**config.mk**
```make
export PLATFORM = sky130hd
export DESIGN_NAME = i2c_raw_tx
export DESIGN_NICKNAME = d
export VERILOG_FILES = /design/src/rtl/i2c_raw_tx.sv
export SDC_FILE = /design/constraint.sdc
export NUM_CORES = 1
export LEC_CHECK = 0
export ABC_AREA = 0
export BUFFER_PORTS_ARGS = -buffer_cell sky130_fd_sc_hd__buf_4
export CAP_MARGIN = 20
export CORE_MARGIN = 1
export CORE_UTILIZATION = 51
export DETAILED_ROUTE_END_ITERATION = 7
export HOLD_SLACK_MARGIN = 0.03
export PLACE_DENSITY = 0.77
export SYNTH_ARGS = -nofsm -noshare
export SYNTH_HDL_FRONTEND = slang
export SYNTH_SLANG_ARGS = --single-unit
```
**constraint.sdc**
```tcl
create_clock -name clk -period 2.5 [get_ports clk]
set_input_delay 0 -clock clk [delete_from_list [all_inputs] [get_ports clk]]
set_output_delay 0 -clock clk [all_outputs]
set_load 0.01 [all_outputs]
```
**src/rtl/i2c_raw_tx.sv**
```systemverilog
// I2C master write transmitter: START, address+W, handshaked data bytes, ACK sampling, STOP.
// SCL is push-pull; SDA is open-drain (sda_oe=1 pulls low). All bus outputs are registered.
module i2c_raw_tx #(
   parameter int QDIV = 4
) (
   input  logic       clk,
   input  logic       reset,
   input  logic       start,
   input  logic [6:0] addr,
   input  logic [7:0] data_in,
   input  logic       data_last,
   input  logic       data_valid,
   output logic       data_ready,
   output logic       busy,
   output logic       done,
   output logic       nack,
   output logic       scl,
   output logic       sda_o,
   output logic       sda_oe,
   input  logic       sda_i
);

   localparam int QW = (QDIV > 1) ? $clog2(QDIV) : 1;
   localparam logic [QW-1:0] QMAX = QW'(QDIV - 1);

   typedef enum logic [2:0] {IDLE, START, ADDR, ACK_A, LOAD, DATA, ACK_D, STOP} state_t;

   state_t        state_reg, state_next;
   logic [QW-1:0] quarter_reg, quarter_next;
   logic [1:0]    phase_reg, phase_next;
   logic [2:0]    bit_reg, bit_next;
   logic [7:0]    shift_reg, shift_next;
   logic          last_reg, last_next;
   logic          ack_reg, ack_next;
   logic          nack_reg, nack_next;
   logic          scl_reg, scl_next;
   logic          oe_reg, oe_next;
   logic          ready_reg, ready_next;
   logic          busy_reg, busy_next;
   logic          done_reg, done_next;
   logic          tick;

   assign tick = (quarter_reg == QMAX);

   always_ff @(posedge clk or posedge reset) begin
      if (reset) begin
         state_reg   <= IDLE;
         quarter_reg <= '0;
         phase_reg   <= 2'd0;
         bit_reg     <= 3'd0;
         shift_reg   <= 8'd0;
         last_reg    <= 1'b0;
         ack_reg     <= 1'b0;
         nack_reg    <= 1'b0;
         scl_reg     <= 1'b1;
         oe_reg      <= 1'b0;
         ready_reg   <= 1'b0;
         busy_reg    <= 1'b0;
         done_reg    <= 1'b0;
      end else begin
         state_reg   <= state_next;
         quarter_reg <= quarter_next;
         phase_reg   <= phase_next;
         bit_reg     <= bit_next;
         shift_reg   <= shift_next;
         last_reg    <= last_next;
         ack_reg     <= ack_next;
         nack_reg    <= nack_next;
         scl_reg     <= scl_next;
         oe_reg      <= oe_next;
         ready_reg   <= ready_next;
         busy_reg    <= busy_next;
         done_reg    <= done_next;
      end
   end

   always_comb begin
      state_next   = state_reg;
      quarter_next = quarter_reg;
      phase_next   = phase_reg;
      bit_next     = bit_reg;
      shift_next   = shift_reg;
      last_next    = last_reg;
      ack_next     = ack_reg;
      nack_next    = nack_reg;
      done_next    = 1'b0;

      // Quarter/phase timing runs in every timed state; LOAD freezes it so SCL stays low.
      if (state_reg != IDLE && state_reg != LOAD) begin
         quarter_next = tick ? '0 : quarter_reg + 1'b1;
         if (tick) phase_next = phase_reg + 2'd1;
      end

      case (state_reg)
         IDLE: begin
            if (start) begin
               state_next   = START;
               shift_next   = {addr, 1'b0};
               nack_next    = 1'b0;
               quarter_next = '0;
               phase_next   = 2'd0;
            end
         end
         START: begin
            if (tick && phase_reg == 2'd1) begin
               state_next = ADDR;
               phase_next = 2'd0;
               bit_next   = 3'd7;
            end
         end
         ADDR, DATA: begin
            if (tick && phase_reg == 2'd3) begin
               if (bit_reg == 3'd0) begin
                  state_next = (state_reg == ADDR) ? ACK_A : ACK_D;
               end else begin
                  bit_next   = bit_reg - 3'd1;
                  shift_next = {shift_reg[6:0], 1'b0};
               end
            end
         end
         ACK_A, ACK_D: begin
            if (tick && phase_reg == 2'd2) ack_next = sda_i;
            if (tick && phase_reg == 2'd3) begin
               if (ack_reg) begin
                  nack_next  = 1'b1;
                  state_next = STOP;
               end else if (state_reg == ACK_D && last_reg) begin
                  state_next = STOP;
               end else begin
                  state_next = LOAD;
               end
            end
         end
         LOAD: begin
            if (data_valid && ready_reg) begin
               shift_next = data_in;
               last_next  = data_last;
               state_next = DATA;
               bit_next   = 3'd7;
            end
         end
         STOP: begin
            if (tick && phase_reg == 2'd2) begin
               state_next = IDLE;
               done_next  = 1'b1;
            end
         end
         default: state_next = IDLE;
      endcase

      // Bus levels are derived from the upcoming state so they land in registers.
      scl_next   = 1'b1;
      oe_next    = 1'b0;
      ready_next = 1'b0;
      busy_next  = 1'b1;
      case (state_next)
         IDLE:         busy_next = 1'b0;
         START:        oe_next = 1'b1;
         ADDR, DATA: begin
            scl_next = phase_next[1];
            oe_next  = ~shift_next[7];
         end
         ACK_A, ACK_D: scl_next = phase_next[1];
         LOAD: begin
            scl_next   = 1'b0;
            ready_next = 1'b1;
         end
         STOP: begin
            scl_next = (phase_next != 2'd0);
            oe_next  = (phase_next != 2'd2);
         end
         default: busy_next = 1'b1;
      endcase
   end

   assign scl        = scl_reg;
   assign sda_o      = 1'b0;
   assign sda_oe     = oe_reg;
   assign data_ready = ready_reg;
   assign busy       = busy_reg;
   assign done       = done_reg;
   assign nack       = nack_reg;

endmodule
```
Yosys cells after proc, flatten, opt, wreduce, memory -nomap -nowiden
Index checks and enable logic that the tools add are counted.
- bits in registers: 26
- latch bits: 0
- RAM bits: 0
- ROM bits: 0
- input bits: 21
- output and inout port bits: 7
- memories kept: 0
- $add $sub $neg: 3
- multiply operators: 0
- divide/modulo/power cells: 0
- $lt $le $gt $ge: 0
- equality and inequality tests: 27
- shift-type cells: 0
- mux-type cells: 40
- bitwise gates (word level): 1
- reduce and logical (&&, ||, !) cells: 23
- operators with widths (cell ; count):
    $mux 3 ; 12
    $mux 8 ; 4
    $eq 3x3->1 const B ; 8
    $pmux 8 s3 ; 1
    $mux 2 ; 10
    $pmux 3 s6 ; 1
    $ne 2x2->1 const B ; 8
    $eq 3x2->1 const B ; 4
    $reduce_and 5->1 ; 2
    $logic_not 3->1 ; 3
    $pmux 3 s3 ; 1
    $reduce_bool 3->1 ; 3
    $mux 1 ; 7
    $eq 2x2->1 const B ; 3
    $eq 3x1->1 const B ; 2
    $logic_and 1x1->1 ; 6
    $pmux 1 s3 ; 2
    $reduce_or 2->1 ; 3
    $add 2x1->2 const B ; 2
    $pmux 2 s2 ; 1
    $reduce_and 2->1 ; 2
    $reduce_and 4->1 ; 1
    $reduce_bool 2->1 ; 2
    $reduce_or 4->1 ; 1
    other kinds (5) ; 5

Logic depth before layout (Yosys ltp)
- word-level depth: 9
- gate-level depth with buffers: 8

Worst setup path before layout
No wires, ideal clock.
- path kind: register to register
- from: register quarter_reg[0]
- to: register oe_reg, in the netlist sda_oe
- setup time: 80 ps
- data arrival time: 1798 ps
- required time: 2420 ps
- setup slack: 623 ps
- cell stages (with the launch flop): 9
- buffers on the path: 1
- period minus slack after synthesis: 1877 ps
- cell sequence: dfrtp_1 -> ha_1 -> buf_6 -> nand4b_1 -> o211a_1 -> o2bb2ai_4 -> or3_1 -> mux2_4 -> o22ai_2
- cells in the longest elaborated chain, start to end: 7
- elaborated cells between the ends (all ways): 24
- ends and longest elaborated chain (what ; line ; RTL):
    from (decl) ; 29 ; logic [QW-1:0] quarter_reg, quarter_next;
    from (signal assigned) ; 62 ; quarter_reg <= quarter_next;
    $eq 2x2->1 (*) ; 43 ; assign tick = (quarter_reg == QMAX);
    $logic_and 1x1->1, on equally long branches ; n/a ;
    $mux 3, on equally long branches ; n/a ;
    $pmux 3 s6 (*) ; 94 ; case (state_reg)
    net state_next[1] ; 28 ; state_t state_reg, state_next;
    $eq 3x2->1 / $eq 3x3->1 (equally long branches) ; 156 ; case (state_next)
    $reduce_or 2->1 ; n/a ;
    $pmux 1 s3 (*) ; 156 ;
    net oe_next ; 37 ; logic oe_reg, oe_next;
    to (signal assigned) ; 70 ; oe_reg <= oe_next;
    to (decl) ; 37 ;
The timed path passes the listed nets; every way through them passes the cells marked *. The select of a mux whose other input is x is not followed.
A chain may end at the register's enable or synchronous reset.

Final worst setup path
- from: register phase_reg[0]
- to: register shift_reg[4]
- cells in the longest elaborated chain, start to end: 4
- ends and longest elaborated chain (what ; line ; RTL):
    from (decl) ; 30 ; logic [1:0] phase_reg, phase_next;
    from (signal assigned) ; 63 ; phase_reg <= phase_next;
    $eq 2x2->1 ; 112 ; if (tick && phase_reg == 2'd3) begin
    $logic_and 1x1->1 ; 112 ;
    $ne 2x2->1 (no line) ; n/a ;
    $reduce_and 5->1 (no line) ; n/a ;
    to (signal assigned) ; 65 ; shift_reg <= shift_next;
    to (decl) ; 32 ; logic [7:0] shift_reg, shift_next;
No other way between the ends.

==> results summary <==
The run finished with clean final reports. The filler cells instantiated in the layout total 214. TritonCTS built the clock tree.

The count of mapped cells out of synthesis came out at around 160. The clock group share of total power is 13.9%. Traced cell by cell, the critical path runs through ha_1, and2_4, nand2_1, nor2_1, buf_4, a222oi_1, dlygate4sd3_1, nand2_1. The count of endpoints failing hold in the final timing report came out at 0. The placed wire-length estimate after detailed placement is 2.44 mm. The type of origin of the critical path is a flip-flop. Of the total power, the share spent switching nets is 39.7%. A synthesized cell averages 9.94 um2.

The number of buffers created by CTS is 3. IR analysis of the VDD net gives a maximum drop of 567 uV. The via count of the first global-routing pass was 1,360. The final cell count without fillers came out at 247.

Dividing the final minimum period by the clock period gives 93.9%. After floorplanning, the core was divided into 20 placement rows. The worst max-slew margin expressed relative to the limit is 64.8%. The area added between synthesis and finish came out at 27.7%. Power spread over the standard cell area amounts to 994 nW/um2. The share of total power in sequential cells is 38.0%. The floorplan step set the die width to 58.2 um. The number of H-tree levels came out at 1. The register area is 654 um2. The routed length per placed instance is 14.9 um.

In the synthesized netlist the async set-or-reset flop fraction comes to 100%. Along the worst path, the maximum fanout reaches 11. In the synthesized netlist the dominant register cell turns out to be sky130_fd_sc_hd__dfrtp_1. The final routed wirelength across all metal layers came out at 3.68 mm. The slack of the worst reg-to-reg path is about 150 ps. The number of synthesized register bits is 26. The delay of the slowest cell on the worst path is 610 ps. Final hold analysis gives a worst-case slack of roughly 78 ps. The global routing usage summed across all routing layers is 24.5%. For the worst setup path, the data required time is 2740 ps. The floorplan die height came out at 58.2 um. The clock period could shrink to 2350 ps. The peak clock frequency supported by timing came out at 426 MHz. Clock-pin slew was measured on the worst setup and hold paths at 140 ps. The root buffer cell chosen for the clock tree is sky130_fd_sc_hd__clkbuf_4. CTS saw 26 sinks. The count of different cell masters after synthesis is 50. The slew at the pin closest to its max-slew limit came out at around 530 ps.

The total vias in the final route came out at between 1k and 1.5k. The detailed-route vias per instance came out at approximately 5.6. The fraction of power consumed by combinational cells is 48.0%.

The first-pass GRT wire length is 6.35 mm. Summing every instance area after synthesis gives 1610 um2. The net count of the mapped netlist is 189. Summed over all failing endpoints, the final setup total negative slack is 0 ps. The number of antenna violations at the first check in global routing is 0. The area of combinational cells with multiple inputs came out at 841 um2. The largest net degree at the start of global routing came out at 27. Cells fill 67.9% of the core in the end.

The max-cap check violation count came out at 0. The overflow left after global routing is 0. In this run the worst hold path is classified as in2reg. The final count of negative-setup-slack endpoints came out at 0. The slowest library cell on the worst path is sky130_fd_sc_hd__dlygate4sd3_1. Once detail routing completed, the nets flagged for antenna violations numbered 0. The clock tree skew after final layout is roughly 14 ps. The number of flip-flops in the largest register came out at 8. The critical path is of the reg2reg type. The placer's final routability congestion estimate came out at 0.899. Leaving out fill and tap cells, the most frequent cells in the layout are 29 x sky130_fd_sc_hd__buf_4, 23 x sky130_fd_sc_hd__dfrtp_1, 19 x sky130_fd_sc_hd__nand2_1, 17 x sky130_fd_sc_hd__dlygate4sd3_1, 15 x sky130_fd_sc_hd__nor2_1. The most common library cell in the layout ignoring fill and taps is sky130_fd_sc_hd__buf_4. Before antenna repair, the detailed router went through 4 iterations.

The I/O pin count came out at 28. In this run, synthesis inferred 0 flip-flops with an integrated enable. Counting tap cells, the placed design contains a total of 224 instances.

Summed over all nets, the switching power comes to 0.810 mW. The repair_antennas step left the layout with diodes totalling 0. The internal power is 1.23 mW.

Cells with a size suffix above 1 make up a little over a quarter of the layout. The cell area after placement is 1790 um2. The core region is 3030 um2. The count of nets after finishing came out at 231. The initial standard-cell utilization of the core is a little over half. The clock network latency to the later pin of the worst-skew pair is 320 ps. No sink is reached through more buffers than the 2 on the longest clock path. The worst setup path is captured at a flip-flop.

The count of yosys warnings during synthesis is 0. Data on the critical path arrives at its endpoint at around 2600 ps. The die covers 3390 um2. Sequential elements use roughly two fifths of the synthesized area. In this run, the number of DRC markers left after iteration 0 of detailed routing was 71. The cell that appears most often on the critical path is sky130_fd_sc_hd__nand2_1. The number of pins exceeding their max-slew limit in the final report came out at 0. The final design area excluding fillers came out at 2060 um2.

Setup repair after global routing left no endpoint under its margin. The leakage dissipation is 0.945 nW. The DRC violation count after routing is 0.

During placement, the flow inserted port buffers numbering 26.
==> cell usage after synthesis (2+ instances only) <==
library cell	number	area share, %
sky130_fd_sc_hd__o21a_1	3	1.4
sky130_fd_sc_hd__nand3b_4	2	2.5
sky130_fd_sc_hd__a222oi_1	6	3.7
sky130_fd_sc_hd__dfrtp_1	25	39
sky130_fd_sc_hd__and3b_1	2	1.1
sky130_fd_sc_hd__ha_1	6	4.7
sky130_fd_sc_hd__nor3_1	4	1.2
sky130_fd_sc_hd__o211a_1	2	1.2
sky130_fd_sc_hd__a22o_1	2	1.1
sky130_fd_sc_hd__inv_1	10	2.3
sky130_fd_sc_hd__xnor2_1	2	1.1
sky130_fd_sc_hd__buf_4	2	0.93
sky130_fd_sc_hd__nand3_1	4	1.2
sky130_fd_sc_hd__buf_2	2	0.62
sky130_fd_sc_hd__nand2_1	19	4.4
sky130_fd_sc_hd__and2_1	2	0.78
sky130_fd_sc_hd__a221o_1	2	1.2
sky130_fd_sc_hd__nor2_2	2	0.78
sky130_fd_sc_hd__o21bai_1	2	0.93
sky130_fd_sc_hd__o21ai_1	2	0.62
sky130_fd_sc_hd__mux2_2	2	1.4
sky130_fd_sc_hd__a21oi_1	7	2.2
sky130_fd_sc_hd__nor2_1	15	3.5
sky130_fd_sc_hd__buf_6	5	3.5
sky130_fd_sc_hd__a31oi_1	4	1.6
sky130_fd_sc_hd__o21ai_0	4	1.2
==> through the flow <==
step	total power [mW]	setup slack, ps
finish	2.04	154
floorplan	1.52	623
global route	2.20	23.5
detailed placement	1.68	315
global placement	1.64	402
CTS	2.01	73.4
==> worst max-delay path: cells and delay by family (launching register included) <==
family | cells | cell delay (ps)
buf+inv | 2 | 780
flops | 1 | 440
simple gates | 4 | 420
compound gates | 1 | 360
fa+ha+maj | 1 | 270
==> final timing paths <==
check                                   from           end  depth (start not counted)
worst max-delay path            phase_reg[0]  shift_reg[4]                          8
worst min-delay path                 addr[6]  shift_reg[7]                          3
worst max register to register  phase_reg[0]  shift_reg[4]                          8
worst min register to register  shift_reg[6]  shift_reg[6]                          2
max in group asynchronous              reset           scl                          4
min in group asynchronous              reset        sda_oe                          3
==> cell families (layout without fill, tap and decap cells) <==
| kind of cell | after synthesis | in the layout | synth area share, % |
|---|---|---|---|
| flip-flops | 26 | 26 | 40.5 |
| AO/OA/AOI/OAI | 44 | 44 | 23.0 |
| AND/OR/NAND/NOR | 59 | 59 | 20.0 |
| adder cells (fa/ha/maj) | 6 | 6 | 4.66 |
| buffers and inverters | 20 | 61 | 7.61 |
| XOR/XNOR | 2 | 2 | 1.09 |
| multiplexers | 4 | 4 | 2.95 |
| other | 1 | 1 | 0.233 |
==> layer usage <==
layer	wire length (um)	vias up	track usage [%]
met5	0	-	0
met4	20	0	7.82
met3	133	4	2.01
met2	1860	47	40.4
met1	1660	661	34.4
li1	-	660	-
==> power groups by stage <==
stage	sequential (mW)	combinational [mW]	clock [mW]
2_1_floorplan	0.689	0.828	0
3_3_place_gp	0.767	0.872	0
3_5_place_dp	0.780	0.905	0
4_1_cts	0.768	0.948	0.290
5_1_grt	0.802	1.09	0.310
6_report	0.777	0.981	0.284
==> layout make-up <==
cell class | count | share of cell area (%)
Timing Repair Buffer | 47 | 20.2
Sequential cell | 26 | 31.8
Tap cell | 44 | 2.68
Clock buffer | 3 | 1.10
Clock inverter | 1 | 1.46
Inverter | 10 | 1.83
Multi-Input combinational cell | 116 | 40.9
==> what timing repair did <==
item,CTS,global route
endpoints found under the hold margin,36,0
buffers inserted,0,1
hold buffers,17,0
endpoints found under the setup margin,0,6
resized for setup,0,5
No activity file was read; power rests on OpenSTA's default activity.
